==> src/rtl/register_bank.sv <==
// register_bank: multi-entry register file with two registered read ports,
// one write port with write-first forwarding, and a ready/valid dump engine
// that streams every entry out in address order.
module register_bank #(
    parameter int DATA_WIDTH = 32,
    parameter int ADDR_WIDTH = 5,
    parameter int ZERO_REG   = 1
) (
    input  logic                  clock,
    input  logic                  reset_n,
    input  logic [ADDR_WIDTH-1:0] read_addr_a,
    input  logic [ADDR_WIDTH-1:0] read_addr_b,
    output logic [DATA_WIDTH-1:0] data_a,
    output logic [DATA_WIDTH-1:0] data_b,
    input  logic [ADDR_WIDTH-1:0] write_address,
    input  logic [DATA_WIDTH-1:0] write_data,
    input  logic                  reg_write,
    input  logic                  dump_start,
    input  logic                  dump_ready,
    output logic                  dump_valid,
    output logic [ADDR_WIDTH-1:0] dump_addr,
    output logic [DATA_WIDTH-1:0] dump_data,
    output logic                  dump_busy,
    output logic                  dump_done
);
    localparam int DEPTH = 2 ** ADDR_WIDTH;
    localparam logic [ADDR_WIDTH-1:0] LAST_IDX = '1;

    localparam logic [0:0] IDLE = 1'b0;
    localparam logic [0:0] SEND = 1'b1;

    logic [DATA_WIDTH-1:0] regs_q [DEPTH];
    logic [DATA_WIDTH-1:0] regs_d [DEPTH];
    logic [DATA_WIDTH-1:0] data_a_q, data_a_d;
    logic [DATA_WIDTH-1:0] data_b_q, data_b_d;
    logic [0:0]            state_q, state_d;
    logic [ADDR_WIDTH-1:0] idx_q, idx_d;
    logic [DATA_WIDTH-1:0] dump_data_q, dump_data_d;
    logic                  done_q, done_d;
    logic                  wr_en;

    // Entry 0 is read-only zero when ZERO_REG is set, so its writes are dropped here.
    assign wr_en = reg_write && !((ZERO_REG != 0) && (write_address == '0));

    // Write-first read of one entry: a same-cycle write to that entry wins.
    function automatic logic [DATA_WIDTH-1:0] rd_fwd(input logic [ADDR_WIDTH-1:0] a);
        if ((ZERO_REG != 0) && (a == '0))
            return '0;
        if (wr_en && (write_address == a))
            return write_data;
        return regs_q[a];
    endfunction

    // Next-state for storage and the two read ports.
    always_comb begin
        for (int i = 0; i < DEPTH; i++)
            regs_d[i] = regs_q[i];
        if (wr_en)
            regs_d[write_address] = write_data;
        data_a_d = rd_fwd(read_addr_a);
        data_b_d = rd_fwd(read_addr_b);
    end

    // Dump engine: IDLE waits for dump_start, SEND presents one entry per beat
    // and only advances when the consumer takes it, so a stalled beat stays frozen.
    always_comb begin
        state_d     = state_q;
        idx_d       = idx_q;
        dump_data_d = dump_data_q;
        done_d      = 1'b0;
        case (state_q)
            IDLE: begin
                if (dump_start) begin
                    state_d     = SEND;
                    idx_d       = '0;
                    dump_data_d = rd_fwd('0);
                end
            end
            default: begin
                if (dump_ready) begin
                    if (idx_q == LAST_IDX) begin
                        state_d = IDLE;
                        idx_d   = '0;
                        done_d  = 1'b1;
                    end else begin
                        idx_d       = idx_q + 1'b1;
                        dump_data_d = rd_fwd(idx_q + 1'b1);
                    end
                end
            end
        endcase
    end

    // State registers; reset clears every entry and aborts any dump silently.
    always_ff @(posedge clock or negedge reset_n) begin
        if (!reset_n) begin
            for (int i = 0; i < DEPTH; i++)
                regs_q[i] <= '0;
            data_a_q    <= '0;
            data_b_q    <= '0;
            state_q     <= IDLE;
            idx_q       <= '0;
            dump_data_q <= '0;
            done_q      <= 1'b0;
        end else begin
            for (int i = 0; i < DEPTH; i++)
                regs_q[i] <= regs_d[i];
            data_a_q    <= data_a_d;
            data_b_q    <= data_b_d;
            state_q     <= state_d;
            idx_q       <= idx_d;
            dump_data_q <= dump_data_d;
            done_q      <= done_d;
        end
    end

    assign data_a     = data_a_q;
    assign data_b     = data_b_q;
    assign dump_valid = (state_q == SEND);
    assign dump_busy  = (state_q != IDLE);
    assign dump_addr  = idx_q;
    assign dump_data  = dump_data_q;
    assign dump_done  = done_q;

endmodule

==> config.mk <==
export PLATFORM = sky130hd
export DESIGN_NAME = register_bank
export DESIGN_NICKNAME = d
export VERILOG_FILES = /design/src/rtl/register_bank.sv
export SDC_FILE = /design/constraint.sdc
export NUM_CORES = 2
export LEC_CHECK = 0
export CORE_UTILIZATION = 45
export CTS_BUF_LIST = sky130_fd_sc_hd__clkbuf_8
export DETAILED_ROUTE_END_ITERATION = 7
export SLEW_MARGIN = 20
export SYNTH_ARGS = -nofsm -noshare
export SYNTH_HDL_FRONTEND = slang
export SYNTH_SLANG_ARGS = --single-unit
==> constraint.sdc <==
create_clock -name clock -period 7.1 [get_ports clock]
set_input_delay 1.775 -clock clock [delete_from_list [all_inputs] [get_ports clock]]
set_output_delay 1.775 -clock clock [all_outputs]
set_load 0.01 [all_outputs]
# ---- After elaboration in Yosys (flattened, before gate mapping)
# Cells that the tools add are included.
dict set report word_totals {
  regBits 1127
  input_bits 52
}
dict set report classes {
  addsub 1
  magnitude_cmp 5
  eq_ne 6
  n_mux 54
  bitwise_logic 4
  reduce_logical 13
}
# cell n
set op_table {}
lappend op_table {{1024-bit bitwise mux} 1}
lappend op_table {{32-bit two-way mux} 23}
lappend op_table {{32-bit binary-select mux with 5-bit select} 3}
lappend op_table {{32-bit demux with 5-bit select} 1}
lappend op_table {{6-bit greater-or-equal comparator (second input constant)} 4}
lappend op_table {{5-bit NOT with 6-bit output} 4}
lappend op_table {{1-bit two-way mux} 22}
lappend op_table {{5-bit logical NOT} 4}
lappend op_table {{5-bit two-way mux} 4}
lappend op_table {{5-bit equality test} 3}
lappend op_table {{6-bit by 1-bit < comparator with 1-bit output (second input constant)} 1}
lappend op_table {{5-bit by 1-bit adder with 5-bit output (second input constant)} 1}
lappend op_table {{5-bit equality test (second input constant)} 1}
lappend op_table {{1-bit logical AND} 5}
lappend op_table {{2-bit inequality test (second input constant)} 2}
lappend op_table {{3-bit AND reduction} 1}
lappend op_table {{2-bit AND reduction} 1}
lappend op_table {{2-bit nonzero test} 1}
lappend op_table {{1-bit logical NOT} 1}

# ---- Longest topological paths before layout
dict set report depth {
  word_depth 15
  ltp_mapped 12
}

# ---- Least setup slack after synthesis
# No wires, ideal clock.
dict set report synth_timing {
  path_kind {input to register}
  startpoint {input read_addr_b[1]}
  endpoint {register data_b_q[10], in the netlist data_b[10]}
  setup_ps 126
  t_arrival_ps 3608
  slack_ps 3366
  cell_stages 6
  path_buffers 3
  path_cell_list {buf_2 > buf_2 > buf_1 > mux4_2 > mux4_2 > a221o_1}
}
dict set report synth_between {
  elab_chain_cells 6
  elab_cells_between_ends 13
}
# item line
set synth_rtl {}
lappend synth_rtl {{start: declaration} 12} ;# input logic [ADDR_WIDTH-1:0] read_addr_b,
lappend synth_rtl {{5-bit NOT with 6-bit output (not written as such) or 5-bit equality test (tied branches)} {51, 49}}
lappend synth_rtl {{32-bit binary-select mux with 5-bit select or 1-bit logical AND (tied branches)} {51, 49}}
lappend synth_rtl {{32-bit two-way mux (not written as such) or 1-bit two-way mux (tied branches) (2 in series)} {51, 49}}
lappend synth_rtl {{32-bit two-way mux} 51} ;# return regs_q[a];
lappend synth_rtl {{32-bit two-way mux (*)} 49} ;# if (wr_en && (write_address == a))
lappend synth_rtl {{named net data_b_d[10]} 35} ;# logic [DATA_WIDTH-1:0] data_b_q, data_b_d;
lappend synth_rtl {{end signal: assignment} 109} ;# data_b_q <= data_b_d;
lappend synth_rtl {{end: declaration} 35}
# The timed path passes the listed nets; every way through them passes the cells marked *. The select of a mux whose other input is x is not followed.
# A chain may end at the register's enable or synchronous reset.

# ---- Worst setup path after layout
dict set report layout_timing {
  startpoint {register idx_q[0], in the netlist dump_addr[0]}
  endpoint {output dump_addr[0]}
}
# item line
set layout_rtl {}
lappend layout_rtl {{start: declaration} 37} ;# logic [ADDR_WIDTH-1:0] idx_q, idx_d;
lappend layout_rtl {{start signal: assignment} 111} ;# idx_q <= idx_d;
lappend layout_rtl {{end: declaration} 21} ;# output logic [ADDR_WIDTH-1:0] dump_addr,
# No word-level cell between the ends.

==> impl_metrics.ini <==
[run_status]
outcome = finished clean

[sta]
period_minus_slack_ns = 5.01
fin_skew_ns = 0.0317
fin_ws_ns = 2.09
hold_viol_final = 0
final_max_slew_viol_count = 0
max_freq_ghz = 0.200
relSlewSlack_pct = 19.0
setup_tns_ns = 0
final.period_utilization_pct = 70.5
finalSetupViolCount = 0
worstMarginPinSlew_ns = 1.22
rsz0062_at_grt = false

[worst_hold_path]
hp-class = flop to flop
min_path_cells = 0

[power]
leakagePower_nw = 31.2
p_switching_mw = 8.48
swShare_pct = 35.7
pwr-share-comb_pct = 36.0
p_per_area_mw_per_mm2 = 321
pwr-share-clk_pct = 25.8
seqPwrFrac_pct = 38.3
ir_worst_vdd_v = 0.000308
internal_power_mw = 15.3

[global_route]
antenna_found_initial = 27
grt_pass1_vias = 46300
track_usage_pct = 32.0
grt_pass1_wl_um = 347000
grt_max_degree = 144
overflow = 0

[logic_synthesis]
yosys_most_used_dff = dfrtp_1
synth.yosys.seq_area_share_pct = 42.3
synth_edf_count = 0
synth_most_common_cell = dfrtp_1
syn_inst = 4639
synthTopCellsByArea = dfrtp_1 42%, mux4_2 24%, mux2_2 17%, mux2i_1 4.4%, clkbuf_1 1.6%
synth_top_cell_by_area = dfrtp_1
synthAdderAreaFrac_pct = 0.0562
syn_area_mm2 = 0.0667
synthTopCellsByCount = 1127 x dfrtp_1, 1030 x mux2_2, 710 x mux4_2
syn_area_per_cell_um2 = 14.4
synth_xor_area_share_pct = 0.274
synth_mux_area_share_pct = 45.7
synth_compound_area_share_pct = 4.60
synthSimpleGateAreaFrac_pct = 3.48
synth-async-reset-ratio_pct = 100
syn-num-nets = 4694
synth_top_family_by_area = multiplexers
yosys_warnings = 0
ys_ff_latch = 1127
synth_cell_types = 58
synth_top_area_share_pct = 42.3

[die]
floorplan.initialDensity_pct = 45.6
fp.coreArea_mm2 = 0.146
die_h_um = 387
die_x_um = 387
fp-row-count = 140
dieArea_mm2 = 0.150
io_pins = 156

[routing]
wl_met3_um = 26500
vias_per_cell = 7.09
wl_met2_um = 105000
top_layer = met5
ant_nets = 0
wl_per_cell_um = 36.2
firstDrtPassIters = 6
drc_errors = 0
vias = 47200
drt-met1-wl_um = 99000
drt_iter0_markers = 5937
wirelength_um = 241000

[cts]
cts_made_buffers = 194
clock-sinks = 1127
clk_pin_slew_worst_paths_ns = 0.06
clk_latency_ns = 0.95
ctsHoldBuffers = 0
htreeDepth = 4
root_buffer = clkbuf_8
postCtsSetupRepairBufs = 0
ctsResizeCount = 0
cts_tree = done
clk_path_buf_depth = 3

[placement]
dp_cells = 6302
place_ws_ns = 1.56
dpl-instance-area_mm2 = 0.0700
dp_hpwl_um = 142000
place_congestion = 0.869
port-buffer-count = 155

[cells_and_area]
design_area_mm2 = 0.0739
instances_no_fill = 6652
final_util_pct = 50.5
area_delta_synth_final_pct = 10.7
layout-drive-gt1-share_pct = 47.4
fin_nets = 4636

[setup_path]
crit_chain = buf_4 > clkdlybuf4s50_1
crit_fanout = 40
path_class = flop to primary output
arrival_ns = 3.23
endpoint_kind = primary output
critPathLaunchType = flop
ff2ff_path_depth = 9
critPathSlowestCell = dfrtp_4
critical_path_required_ns = 5.33
slowest_delay_ns = 0.90

[run]
cap_violations = 0
cell usage in the layout (no fill, tap or decap), drive strengths merged, types with 34 or more instances in the layout:
cell type / Yosys / final
o21ai: 127 / 127
and3: 34 / 34
a221o: 40 / 40
mux2: 1030 / 1030
nor2: 43 / 43
nand2: 210 / 210
mux2i: 293 / 293
a32oi: 64 / 64
mux4: 710 / 710
a211oi: 65 / 65
buf: 257 / 157
inv: 3 / 62
nor4: 34 / 34
dfrtp: 1127 / 1127
nor2b: 47 / 47
clkdlybuf4s50: 0 / 127
clkbuf: 281 / 249
a21oi: 35 / 35
nor3: 69 / 69
flip-flops by register name, summed over array words and instances, names as in the netlist:
register / count
dump_busy: 1
data_b: 32
dump_data: 32
dump_done: 1
dump_addr: 5
data_a: 32
regs_q: 1024
cell families after synthesis:
group                    after synthesis
flip-flops                          1127
buffers and inverters                542
multiplexers                        2033
AO/OA/AOI/OAI                        431
AND/OR/NAND/NOR                      483
adder cells (fa/ha/maj)                3
XOR/XNOR                              20
layer usage:
layer  global-route usage (%)  up-vias
li1                         -    18200
met1                     46.4    25500
met2                     45.9     2930
met3                     8.09      522
met4                     13.0       10
met5                        0        -
metrics by stage:
stage | power, mW | hold slack [ns]
finish | 23.7 | 0.419
global route | 24.7 | 0.425
CTS | 23.7 | 0.418
detailed placement | 17.6 | 0.404
global placement | 17.4 | 0.396
floorplan | 14.5 | 0.457
power groups by stage:
stage	Combinational, mW	Sequential, mW	Clock [mW]
2_1_floorplan	5.95	8.60	0
5_1_grt	8.95	9.23	6.49
3_5_place_dp	8.44	9.11	0
4_1_cts	8.47	9.01	6.21
6_report	8.53	9.09	6.12
3_3_place_gp	8.37	9.06	0
final timing paths:
| check | start | end | slack [ns] |
|---|---|---|---|
| setup / recovery | dump_addr[0] | dump_addr[0] | 2.09 |
| hold / removal | regs_q[1009] | regs_q[1009] | 0.42 |
| setup reg to reg | dump_addr[0] | dump_data[21] | 2.39 |
| hold reg to reg | regs_q[1009] | regs_q[1009] | 0.42 |
| max in group asynchronous | reset_n | regs_q[850] | 4.63 |
| min in group asynchronous | reset_n | regs_q[577] | 0.88 |
layout make-up:
class	instances	area, um2
inverters	4	15.0
well taps	1917	2400
clock buffers	249	3430
clock inverters	90	492
flip-flops and latches	1127	28200
fillers	12700	72600
multi-input cells	2970	36600
repair buffers	284	2770
diodes	11	27.5
worst max-delay path, delay by kind of cell (launching register included):
family                 cells  cell delay [ns]
buffers and inverters      2             1.35
flip-flops                 1             0.90
Note: power is estimated with default switching activity, not from simulation.
